===== config.mk =====
export PLATFORM = sky130hd
export DESIGN_NAME = id_stage_flat
export DESIGN_NICKNAME = d
export VERILOG_FILES = /design/src/rtl/id_stage_if.sv /design/src/rtl/id_stage.sv /design/src/flat_wrapper.sv
export SDC_FILE = /design/constraint.sdc
export NUM_CORES = 1
export LEC_CHECK = 0
export ABC_AREA = 1
export CAP_MARGIN = 20
export CORE_AREA = 2 2 186 188
export CTS_CLUSTER_SIZE = 20
export DETAILED_ROUTE_END_ITERATION = 6
export DIE_AREA = 0 0 188 190
export PLACE_DENSITY = 0.71
export REMOVE_ABC_BUFFERS = 1
export SKIP_LAST_GASP = 1
export SYNTH_ARGS = -nofsm -noshare
export SYNTH_HDL_FRONTEND = slang
export SYNTH_SLANG_ARGS = --single-unit

===== constraint.sdc =====
create_clock -name clk -period 2.1 [get_ports clk]
set_input_delay 0.21 -clock clk [delete_from_list [all_inputs] [get_ports clk]]
set_output_delay 0.21 -clock clk [all_outputs]
set_load 0.1 [all_outputs]

===== src/rtl/id_stage_if.sv =====
// Signal bundle between id_stage and its neighbours: fetch, register file, forwarding
// sources and the ID/EX latch. The slave modport is the decode stage's view.
interface id_stage_if #(
    parameter int STALL_CNT_W = 16
);
    logic [31:0]            Instruction_F;
    logic [31:0]            NPC_F;
    logic [3:0]             RegA_addr;
    logic [3:0]             RegB_addr;
    logic [31:0]            RegA_data;
    logic [31:0]            RegB_data;
    logic [5:0]             Fwd_E;
    logic [31:0]            Result_E;
    logic [5:0]             Fwd_M;
    logic [31:0]            Result_M;
    logic [4:0]             Fwd_W;
    logic [31:0]            Result_W;
    logic [1:0]             PCsrc;
    logic [31:0]            PC_offset;
    logic [31:0]            PC_regRs;
    logic                   KILL;
    logic                   disable_PC;
    logic                   disable_IR;
    logic [5:0]             Ctrl_D;
    logic [3:0]             Rd_D;
    logic [31:0]            A_D;
    logic [31:0]            B_D;
    logic [31:0]            Imm_D;
    logic [31:0]            NPC_D;
    logic [STALL_CNT_W-1:0] stall_count;

    modport slave (
        input  Instruction_F, NPC_F, RegA_data, RegB_data,
        input  Fwd_E, Result_E, Fwd_M, Result_M, Fwd_W, Result_W,
        output RegA_addr, RegB_addr,
        output PCsrc, PC_offset, PC_regRs, KILL, disable_PC, disable_IR,
        output Ctrl_D, Rd_D, A_D, B_D, Imm_D, NPC_D, stall_count
    );

    modport master (
        output Instruction_F, NPC_F, RegA_data, RegB_data,
        output Fwd_E, Result_E, Fwd_M, Result_M, Fwd_W, Result_W,
        input  RegA_addr, RegB_addr,
        input  PCsrc, PC_offset, PC_regRs, KILL, disable_PC, disable_IR,
        input  Ctrl_D, Rd_D, A_D, B_D, Imm_D, NPC_D, stall_count
    );
endinterface


===== src/rtl/id_stage.sv =====
// Instruction decode: operand hazard handling, decode-time jump/branch resolution, ID/EX latch.
// Define ID_FWD_EN for the forwarding build; undefined gives register-file operands with full stalling.
module id_stage #(
    parameter int STALL_CNT_W = 16
) (
    input logic       clk,
    input logic       reset,
    id_stage_if.slave bus
);
    localparam logic [5:0] OP_ADD  = 6'h01;
    localparam logic [5:0] OP_SUB  = 6'h02;
    localparam logic [5:0] OP_AND  = 6'h03;
    localparam logic [5:0] OP_OR   = 6'h04;
    localparam logic [5:0] OP_ADDI = 6'h05;
    localparam logic [5:0] OP_ANDI = 6'h06;
    localparam logic [5:0] OP_LW   = 6'h07;
    localparam logic [5:0] OP_SW   = 6'h08;
    localparam logic [5:0] OP_BEQ  = 6'h09;
    localparam logic [5:0] OP_BNE  = 6'h0A;
    localparam logic [5:0] OP_J    = 6'h0B;
    localparam logic [5:0] OP_CALL = 6'h0C;
    localparam logic [5:0] OP_JR   = 6'h0D;

    localparam logic [1:0] ALU_ADD = 2'd0;
    localparam logic [1:0] ALU_SUB = 2'd1;
    localparam logic [1:0] ALU_AND = 2'd2;
    localparam logic [1:0] ALU_OR  = 2'd3;

    function automatic logic signed [31:0] sext14(input logic [13:0] v);
        return {{18{v[13]}}, v};
    endfunction

    function automatic logic signed [31:0] sext26(input logic [25:0] v);
        return {{6{v[25]}}, v};
    endfunction

    function automatic logic [STALL_CNT_W-1:0] sat_inc(input logic [STALL_CNT_W-1:0] v);
        return (&v) ? v : v + 1'b1;
    endfunction

    // R0 is hard-wired zero, so it never matches a producer.
    function automatic logic src_hit(input logic [3:0] src, input logic wr, input logic [3:0] dst);
        return wr && (dst == src) && (src != 4'd0);
    endfunction

    logic [5:0]  op;
    logic [3:0]  rd, rs, rt;
    logic [13:0] imm14;
    logic [25:0] imm26;

    assign op    = bus.Instruction_F[31:26];
    assign rd    = bus.Instruction_F[25:22];
    assign rs    = bus.Instruction_F[21:18];
    assign rt    = bus.Instruction_F[17:14];
    assign imm14 = bus.Instruction_F[13:0];
    assign imm26 = bus.Instruction_F[25:0];

    assign bus.RegA_addr = rs;
    assign bus.RegB_addr = rt;

    logic is_alu_r, is_addi, is_andi, is_lw, is_sw, is_beq, is_bne, is_j, is_call, is_jr;
    logic uses_rs, uses_rt;

    always_comb begin
        is_alu_r = 1'b0;
        is_addi  = 1'b0;
        is_andi  = 1'b0;
        is_lw    = 1'b0;
        is_sw    = 1'b0;
        is_beq   = 1'b0;
        is_bne   = 1'b0;
        is_j     = 1'b0;
        is_call  = 1'b0;
        is_jr    = 1'b0;
        case (op)
            OP_ADD, OP_SUB, OP_AND, OP_OR: is_alu_r = 1'b1;
            OP_ADDI: is_addi = 1'b1;
            OP_ANDI: is_andi = 1'b1;
            OP_LW:   is_lw   = 1'b1;
            OP_SW:   is_sw   = 1'b1;
            OP_BEQ:  is_beq  = 1'b1;
            OP_BNE:  is_bne  = 1'b1;
            OP_J:    is_j    = 1'b1;
            OP_CALL: is_call = 1'b1;
            OP_JR:   is_jr   = 1'b1;
            default: ;
        endcase
    end

    assign uses_rs = is_alu_r | is_addi | is_andi | is_lw | is_sw | is_beq | is_bne | is_jr;
    assign uses_rt = is_alu_r | is_sw | is_beq | is_bne;

    logic e_a, e_b, m_a, m_b, w_a, w_b;
    logic [31:0] op_a, op_b;
    logic stall;

    assign e_a = src_hit(rs, bus.Fwd_E[5], bus.Fwd_E[3:0]);
    assign e_b = src_hit(rt, bus.Fwd_E[5], bus.Fwd_E[3:0]);
    assign m_a = src_hit(rs, bus.Fwd_M[5], bus.Fwd_M[3:0]);
    assign m_b = src_hit(rt, bus.Fwd_M[5], bus.Fwd_M[3:0]);
    assign w_a = src_hit(rs, bus.Fwd_W[4], bus.Fwd_W[3:0]);
    assign w_b = src_hit(rt, bus.Fwd_W[4], bus.Fwd_W[3:0]);

`ifdef ID_FWD_EN
    // A load in EX has no data yet; the following cycle it is in MEM and forwards from there.
    assign op_a  = (e_a && !bus.Fwd_E[4]) ? bus.Result_E :
                   m_a ? bus.Result_M : w_a ? bus.Result_W : bus.RegA_data;
    assign op_b  = (e_b && !bus.Fwd_E[4]) ? bus.Result_E :
                   m_b ? bus.Result_M : w_b ? bus.Result_W : bus.RegB_data;
    assign stall = bus.Fwd_E[4] && ((uses_rs && e_a) || (uses_rt && e_b));

    logic unused_fwd;
    assign unused_fwd = bus.Fwd_M[4];
`else
    assign op_a  = bus.RegA_data;
    assign op_b  = bus.RegB_data;
    assign stall = (uses_rs && (e_a || m_a || w_a)) || (uses_rt && (e_b || m_b || w_b));

    logic unused_fwd;
    assign unused_fwd = ^{bus.Fwd_E[4], bus.Fwd_M[4], bus.Result_E, bus.Result_M, bus.Result_W};
`endif

    logic [1:0]  pcsrc;
    logic [31:0] pc_offset, pc_regrs;

    always_comb begin
        pcsrc     = 2'b00;
        pc_offset = 32'd0;
        pc_regrs  = 32'd0;
        if (is_j || is_call)
            pc_offset = bus.NPC_F + $unsigned(sext26(imm26));
        else if (is_beq || is_bne)
            pc_offset = bus.NPC_F + $unsigned(sext14(imm14));
        if (is_jr)
            pc_regrs = op_a;
        // A stalled branch re-evaluates next cycle with valid operands, so no redirect now.
        if (!stall) begin
            if (is_j || is_call || (is_beq && op_a == op_b) || (is_bne && op_a != op_b))
                pcsrc = 2'b01;
            else if (is_jr)
                pcsrc = 2'b10;
        end
    end

    assign bus.PCsrc      = pcsrc;
    assign bus.PC_offset  = pc_offset;
    assign bus.PC_regRs   = pc_regrs;
    assign bus.KILL       = (pcsrc != 2'b00);
    assign bus.disable_PC = stall;
    assign bus.disable_IR = stall;

    logic [31:0] imm_ext;
    logic [5:0]  ctrl_n;
    logic [3:0]  rd_n;
    logic [31:0] a_n, b_n, imm_n;

    assign imm_ext = is_andi ? {18'd0, imm14} : $unsigned(sext14(imm14));

    always_comb begin
        ctrl_n = 6'd0;
        rd_n   = 4'd0;
        a_n    = uses_rs ? op_a : 32'd0;
        b_n    = uses_rt ? op_b : 32'd0;
        imm_n  = 32'd0;
        case (op)
            OP_ADD:  begin ctrl_n = {4'b1000, ALU_ADD}; rd_n = rd; end
            OP_SUB:  begin ctrl_n = {4'b1000, ALU_SUB}; rd_n = rd; end
            OP_AND:  begin ctrl_n = {4'b1000, ALU_AND}; rd_n = rd; end
            OP_OR:   begin ctrl_n = {4'b1000, ALU_OR};  rd_n = rd; end
            OP_ADDI: begin ctrl_n = {4'b1001, ALU_ADD}; rd_n = rd; imm_n = imm_ext; end
            OP_ANDI: begin ctrl_n = {4'b1001, ALU_AND}; rd_n = rd; imm_n = imm_ext; end
            OP_LW:   begin ctrl_n = {4'b1101, ALU_ADD}; rd_n = rd; imm_n = imm_ext; end
            OP_SW:   begin ctrl_n = {4'b0011, ALU_ADD}; imm_n = imm_ext; end
            // Link register gets the return address through the ALU as NPC + 0.
            OP_CALL: begin ctrl_n = {4'b1001, ALU_ADD}; rd_n = 4'd15; a_n = bus.NPC_F; end
            default: ;
        endcase
    end

    logic [5:0]  ctrl_p1;
    logic [3:0]  rd_p1;
    logic [31:0] a_p1, b_p1, imm_p1, npc_p1;

    // ---- ID -> EX boundary ----
    always_ff @(posedge clk) begin
        if (reset || stall) begin
            ctrl_p1 <= 6'd0;
            rd_p1   <= 4'd0;
            a_p1    <= 32'd0;
            b_p1    <= 32'd0;
            imm_p1  <= 32'd0;
            npc_p1  <= 32'd0;
        end else begin
            ctrl_p1 <= ctrl_n;
            rd_p1   <= rd_n;
            a_p1    <= a_n;
            b_p1    <= b_n;
            imm_p1  <= imm_n;
            npc_p1  <= bus.NPC_F;
        end
    end

    assign bus.Ctrl_D = ctrl_p1;
    assign bus.Rd_D   = rd_p1;
    assign bus.A_D    = a_p1;
    assign bus.B_D    = b_p1;
    assign bus.Imm_D  = imm_p1;
    assign bus.NPC_D  = npc_p1;

`ifdef ID_FWD_EN
    assign bus.stall_count = '0;
`else
    logic [STALL_CNT_W-1:0] stall_cnt_p1;

    always_ff @(posedge clk) begin
        if (reset)
            stall_cnt_p1 <= '0;
        else if (stall)
            stall_cnt_p1 <= sat_inc(stall_cnt_p1);
    end

    assign bus.stall_count = stall_cnt_p1;
`endif
endmodule


===== src/flat_wrapper.sv =====
// flat-port wrapper written by rule: the top's interface ports become plain ports
module id_stage_flat 
#(
    parameter int STALL_CNT_W = 16
)
  (clk, reset, bus_Instruction_F, bus_NPC_F, bus_RegA_data, bus_RegB_data, bus_Fwd_E, bus_Result_E, bus_Fwd_M, bus_Result_M, bus_Fwd_W, bus_Result_W, bus_RegA_addr, bus_RegB_addr, bus_PCsrc, bus_PC_offset, bus_PC_regRs, bus_KILL, bus_disable_PC, bus_disable_IR, bus_Ctrl_D, bus_Rd_D, bus_A_D, bus_B_D, bus_Imm_D, bus_NPC_D, bus_stall_count);
  id_stage_if #(.STALL_CNT_W(STALL_CNT_W)) bus_i ();
  input logic clk;
  input logic reset;
  input wire logic [$bits(bus_i.Instruction_F)-1:0] bus_Instruction_F;
  input wire logic [$bits(bus_i.NPC_F)-1:0] bus_NPC_F;
  input wire logic [$bits(bus_i.RegA_data)-1:0] bus_RegA_data;
  input wire logic [$bits(bus_i.RegB_data)-1:0] bus_RegB_data;
  input wire logic [$bits(bus_i.Fwd_E)-1:0] bus_Fwd_E;
  input wire logic [$bits(bus_i.Result_E)-1:0] bus_Result_E;
  input wire logic [$bits(bus_i.Fwd_M)-1:0] bus_Fwd_M;
  input wire logic [$bits(bus_i.Result_M)-1:0] bus_Result_M;
  input wire logic [$bits(bus_i.Fwd_W)-1:0] bus_Fwd_W;
  input wire logic [$bits(bus_i.Result_W)-1:0] bus_Result_W;
  output wire logic [$bits(bus_i.RegA_addr)-1:0] bus_RegA_addr;
  output wire logic [$bits(bus_i.RegB_addr)-1:0] bus_RegB_addr;
  output wire logic [$bits(bus_i.PCsrc)-1:0] bus_PCsrc;
  output wire logic [$bits(bus_i.PC_offset)-1:0] bus_PC_offset;
  output wire logic [$bits(bus_i.PC_regRs)-1:0] bus_PC_regRs;
  output wire logic [$bits(bus_i.KILL)-1:0] bus_KILL;
  output wire logic [$bits(bus_i.disable_PC)-1:0] bus_disable_PC;
  output wire logic [$bits(bus_i.disable_IR)-1:0] bus_disable_IR;
  output wire logic [$bits(bus_i.Ctrl_D)-1:0] bus_Ctrl_D;
  output wire logic [$bits(bus_i.Rd_D)-1:0] bus_Rd_D;
  output wire logic [$bits(bus_i.A_D)-1:0] bus_A_D;
  output wire logic [$bits(bus_i.B_D)-1:0] bus_B_D;
  output wire logic [$bits(bus_i.Imm_D)-1:0] bus_Imm_D;
  output wire logic [$bits(bus_i.NPC_D)-1:0] bus_NPC_D;
  output wire logic [$bits(bus_i.stall_count)-1:0] bus_stall_count;
  assign bus_i.Instruction_F = bus_Instruction_F;
  assign bus_i.NPC_F = bus_NPC_F;
  assign bus_i.RegA_data = bus_RegA_data;
  assign bus_i.RegB_data = bus_RegB_data;
  assign bus_i.Fwd_E = bus_Fwd_E;
  assign bus_i.Result_E = bus_Result_E;
  assign bus_i.Fwd_M = bus_Fwd_M;
  assign bus_i.Result_M = bus_Result_M;
  assign bus_i.Fwd_W = bus_Fwd_W;
  assign bus_i.Result_W = bus_Result_W;
  assign bus_RegA_addr = bus_i.RegA_addr;
  assign bus_RegB_addr = bus_i.RegB_addr;
  assign bus_PCsrc = bus_i.PCsrc;
  assign bus_PC_offset = bus_i.PC_offset;
  assign bus_PC_regRs = bus_i.PC_regRs;
  assign bus_KILL = bus_i.KILL;
  assign bus_disable_PC = bus_i.disable_PC;
  assign bus_disable_IR = bus_i.disable_IR;
  assign bus_Ctrl_D = bus_i.Ctrl_D;
  assign bus_Rd_D = bus_i.Rd_D;
  assign bus_A_D = bus_i.A_D;
  assign bus_B_D = bus_i.B_D;
  assign bus_Imm_D = bus_i.Imm_D;
  assign bus_NPC_D = bus_i.NPC_D;
  assign bus_stall_count = bus_i.stall_count;
  id_stage #(.STALL_CNT_W(STALL_CNT_W)) u_core (.clk(clk), .reset(reset), .bus(bus_i));
endmodule

== Word-level counts from Yosys, hierarchy flattened ==
Cells that the tools add are included.
Widths: inputs -> output; s select.
Word-level totals
  register bits: 137
  input port bits: 243
  word-level logic and storage cells: 103
Operators by class
  add/sub/neg operators: 3
  equal/unequal tests: 21
  multiplexer cells: 20
  bitwise operators: 13
  reductions and logical operators: 38
Operator list (count)
  $mux 32: 5
  $add 32x32->32: 2
  $pmux 6 s8: 1
  $eq 6x4->1 const B: 6
  $eq 32x32->1: 1
  $ne 32x32->1: 1
  $eq 4x4->1: 6
  $eq 6x3->1 const B: 4
  $add 16x1->16 const B: 1
  $logic_and 1x1->1: 16
  $reduce_and 16->1: 1
  $eq 6x2->1 const B: 2
  $logic_or 1x1->1: 10
  $mux 1: 10
  $or 1x1->1: 10
  $pmux 4 s2: 1
  $reduce_bool 4->1: 2
  $reduce_or 4->1: 2
  $reduce_or 7->1: 1
  $eq 6x1->1 const B: 1
  $mux 2: 3
  $reduce_or 2->1: 3
  $not 1->1: 3
  $reduce_or 3->1: 1
  other kinds (2): 2

== Logic depth before layout (Yosys ltp) ==
  depth in word-level cells: 14
  gate-level depth with buffers: 14
  depth with buffers taken out: 14

== Least setup slack after synthesis ==
OpenSTA, ideal clock, no wires.
  path kind: input-to-output
  start point: in bus_NPC_F[0]
  end point: out bus_PC_offset[22]
  arrival time: 3.689 ns
  slack: -1.799 ns
  stages on the path: 13
  path buffers: 0
  cells stage by stage: ha_1 -> fa_1 -> nand2_1 -> nand2_1 -> nand3b_1 -> nand2_1 -> nand3_1 -> nand2_1 -> nand2_1 -> nand2_1 -> nand2_1 -> nand2_1 -> o21ai_0
On the way
  cells in the longest elaborated chain, start to end: 3
  elaborated cells on any way between the ends: 4
  those cells by class: 2 x add/sub; 2 x mux
Ends and longest elaborated chain
  from (decl): line flat_wrapper.sv:11  | input wire logic [$bits(bus_i.NPC_F)-1:0] bus_NPC_F;
  $add 32x32->32: line id_stage.sv:133  | pc_offset = bus.NPC_F + $unsigned(sext14(imm14));
  $mux 32: line id_stage.sv:132  | else if (is_beq || is_bne)
  $mux 32 (*): line id_stage.sv:130  | if (is_j || is_call)
  to (decl): line flat_wrapper.sv:23  | output wire logic [$bits(bus_i.PC_offset)-1:0] bus_PC_offset;
Every way passes the cells marked *; elsewhere a longest branch is shown, timed or not.

== Worst setup path after layout ==
  start point: in bus_Instruction_F[0]
  end point: out bus_PC_offset[14]
On the way
  cells in the longest elaborated chain, start to end: 3
  elaborated cells on any way between the ends: 4
  those cells by class: 2 x add/sub; 2 x mux
Ends and longest elaborated chain
  from (decl): line flat_wrapper.sv:10  | input wire logic [$bits(bus_i.Instruction_F)-1:0] bus_Instruction_F;
  $add 32x32->32: line id_stage.sv:133
  $mux 32: line id_stage.sv:132
  $mux 32 (*): line id_stage.sv:130
Marked as above.

==> results by group <==
Outcome
  – Status: finished with violations
  – Failing checks: negative setup slack

Pwr
  – Seq pwr share: 0.255
  – Logic pwr share: 0.417
  – Clk pwr share: 0.328
  – Leak pwr: 9.75 nW
  – Worst IR drop on VDD: 619 µV
  – Net Switching: 0.00395 W
  – Switching share of power: 0.372
  – Int Pwr: 0.00668 W
  – Pwr dens: 539 nW/µm²

Floorplan
  – Num rows: 68
  – Die ar.: 35,700 µm²
  – Die Ht: 190 µm
  – Die X-Extent: 188 µm
  – # IOs: 474
  – Initial Util: 0.277
  – Area of the core: 33,900 µm²

Clocking
  – Max Buffers Root-to-Sink: 2
  – CTS root buf: clkbuf_16
  – Clk pin slew, worst setup/hold paths: 0.07 ns
  – Clock sinks: 137
  – H-Tree Depth: 4
  – CTS Buf Count: 17
  – Clk Latency, worst-skew pair: 0.44 ns
  – CTS tree: done

Yosys
  – Yosys top cell by area: dfxtp_1
  – Post-Synthesis Mean Instance Area: 6.14 µm²
  – FFs w/ async S/R, synth: 0
  – Register area share after synthesis: 0.292
  – Top-area cell type share of the netlist area: 0.292
  – Synth cell count leaders: nand2_1 (382), nor2_1 (298), inv_1 (210), dfxtp_1 (137), nand3_1 (98)
  – Synthesized netlist cell count: 1,530
  – Synth cell types: 34
  – Synth Cell Area: 9400 µm²
  – Most common cell in the netlist: nand2_1
  – Yosys reg bits: 137
  – Synth Flop Type: dfxtp_1
  – Main area contributors after synthesis: dfxtp_1 (29%), nand2_1 (15%), nor2_1 (12%)
  – YS warnings: 0
  – Post-synth EDFFs: 0

Layout
  – Final #Nets: 2,522
  – Multi-input gate area: 7770 µm²
  – Area grow syn2layout: 110%
  – Design Area, Final: 19,700 µm²
  – Fillcell total: 2,864
  – Share of layout cells above drive strength 1: 0.474
  – Storage cell area: 2740 µm²

GRT
  – Initial antenna violation count: 1
  – Largest net degree at the start of global routing: 41
  – Tot GR Track Use: 0.237
  – Global route overflow: 0
  – Number of global-route vias before repair: 12,500
  – First-pass GRT wire length: 66,400 µm

STA
  – FMAX: 0.419 GHz
  – Tmin final: 2.39 ns
  – Max_slew headroom: 0.655
  – Setup violators final: 30
  – Hold Slack: 0.0194 ns
  – Post-route clock period utilization: 1.14
  – Worst Max-Slew Pin Slew: 0.518 ns
  – Clock Skews: 0.00720 ns
  – Final Hold Fails: 0
  – RSZ-0062 raised after global routing: true
  – Final max-slew violation count: 0
  – Final worst setup slack: -0.288 ns

Drt
  – Routed len/inst: 17.0 µm
  – Drt total wl: 45,800 µm
  – Detailed-route via count: 13,000
  – Uppermost layer routed: met5
  – DR WL met3: 3000 µm
  – Routed Antenna Nets: 0
  – Starting DRT DRC Count: 637
  – Pre-Repair DR Iteration Count: 7
  – DRC violations left: 0
  – Met1 Routed Length: 18,200 µm
  – Met2 Wirelength: 23,200 µm
  – Vias per cell: 4.80

Worst setup path
  – WP data arrival: 2.18 ns
  – Top fanout value on the critical path: 7
  – Family with the most delay on the worst path: simple AND/OR/NAND/NOR gates
  – Worst path slowest cell: fa_2
  – Peak per-stage delay on the critical path: 0.37 ns
  – CP Launch Type: primary input
  – Worst path bufs/invs: 3
  – Worst path most repeated cell: nand2_2
  – Critical path, cell by cell: buf_8, ha_4, fa_2, nand2_2, nand2_2, nand3b_1, nand2_2, nand3_2, nand2_4, buf_6, xnor2_4, o21ai_2, clkbuf_16
  – Worst Setup End Kind: primary output
  – WP data required: 1.89 ns
  – Worst setup path class: primary input to primary output

Job
  – Max-cap viol count: 0

Placed design
  – Routability cong.: 0.971
  – Post-DP HPWL: 33,500 µm
  – I/O Buffers: 375
  – Area after DPL: 16,200 µm²

Worst hold path
  – Worst hold-check path type: primary input to register
## metal layers
metal / vias to the layer above / track usage
met2: 538 / 0.427
met4: 2 / 0.0766
li1: 6252 / -
met5: - / 0
met3: 100 / 0.0540
met1: 6073 / 0.276
## state kept, by name, indices dropped and copies added, names as in the netlist
| signal | cells |
|---|---|
| u_core.bus.NPC_D | 32 |
| u_core.bus.B_D | 32 |
| u_core.bus.A_D | 32 |
| u_core.bus.stall_count | 16 |
| u_core.bus.Ctrl_D | 6 |
| u_core.bus.Rd_D | 4 |
| u_core.bus.Imm_D | 15 |
## power by group through the flow
| stage | sequential [W] | combinational [W] | clock (W) |
|---|---|---|---|
| after detailed placement | 0.00276 | 0.00346 | 0 |
| after floorplan | 0.00338 | 0.00117 | 0 |
| after global routing | 0.00271 | 0.00466 | 0.00369 |
| final | 0.00271 | 0.00443 | 0.00349 |
| after CTS | 0.00271 | 0.00402 | 0.00356 |
| after global placement | 0.00276 | 0.00343 | 0 |
## kinds of logic (layout without fill, tap and decap cells)
family,after synthesis,after routing,synth area share
XOR/XNOR,25,25,0.0233
flip-flops,137,137,0.292
adder cells (fa/ha/maj),50,50,0.0674
other,0,2,0
buffers and inverters,269,981,0.125
AO/OA/AOI/OAI,196,196,0.117
AND/OR/NAND/NOR,853,853,0.375
## placed cells by master (no fill, tap or decap), types with 8 or more instances in the layout
master           synthesis  layout
nor2_1                 298     233
nand4_1                 25      25
buf_12                   0      95
dlygate4sd2_1            0      11
dfxtp_1                137     137
o21ai_2                  0      17
a21oi_1                 97      37
o21ai_0                 48       9
inv_1                  210     188
a21oi_4                  0      22
nand3b_1                 8       8
ha_4                     0      45
nand3_2                  3      29
nand3_1                 98      66
clkbuf_2                 0      12
nor2_2                   4      34
a21oi_2                  0      38
clkdlybuf4s50_1          0      10
clkbuf_16                0      18
o21ai_1                  0      16
inv_2                    3      22
a22oi_1                 32      32
buf_2                   10      35
nand2_1                382     286
buf_4                   27     461
nand2_2                  3      67
nand2_4                  0      27
nor3_1                  18       8
buf_6                    7      31
nor2_4                   1      36
xor2_1                  16      16
dlymetal6s2s_1           0      61
## cell type report
class	count	share of cell area
Clock inverter	14	0.0124
Multi-Input combinational cell	1124	0.394
Timing Repair Buffer	736	0.362
Antenna cell	2	0.000254
Clock buffer	18	0.0218
Tap cell	455	0.0289
Inverter	213	0.0410
Sequential cell	137	0.139
## worst register-to-register path, stage by stage (launching register included)
cell and delay (ns):
dfxtp_1 0.43, ha_1 0.24, nand2_1 0.10, nor3_2 0.21
nand2_1 0.07, nor2_1 0.18, nand2_2 0.11, nand2_2 0.25
nand2_1 0.09, a21oi_1 0.14
## metrics by stage
step / utilization / setup slack, ns / std cells / total power, W / setup TNS (ns)
final: 0.581 / -0.288 / 2699 / 0.0106 / -3.54
after global routing: 0.580 / -0.327 / 2697 / 0.0111 / -5.84
after CTS: 0.553 / -0.176 / 2680 / 0.0103 / -3.20
after detailed placement: 0.478 / -0.934 / 2615 / 0.00623 / -79.71
after global placement: 0.478 / -1.02 / 2615 / 0.00619 / -75.17
after floorplan: - / -9.97 / 1474 / 0.00455 / -425.12
## worst paths after layout
path	startpoint	to	slack, ns	cells after the start
worst max-delay path	bus_Instruction_F[0]	bus_PC_offset[14]	-0.29	13
worst min register to register	u_core.bus.stall_count[15]	u_core.bus.stall_count[15]	0.50	2
worst min-delay path	bus_Instruction_F[6]	u_core.bus.Imm_D[6]	0.02	3
worst max register to register	u_core.bus.stall_count[0]	u_core.bus.stall_count[14]	0.22	9
## what timing repair did
action,4_1_cts,5_1_grt
endpoints found under the hold margin,3,1
pin swaps,127,144
setup buffers,30,17
resized for setup,579,301
setup endpoints to repair,67,34
gates cloned,0,0
hold buffers,3,1
No activity file was read; power rests on OpenSTA's default activity.
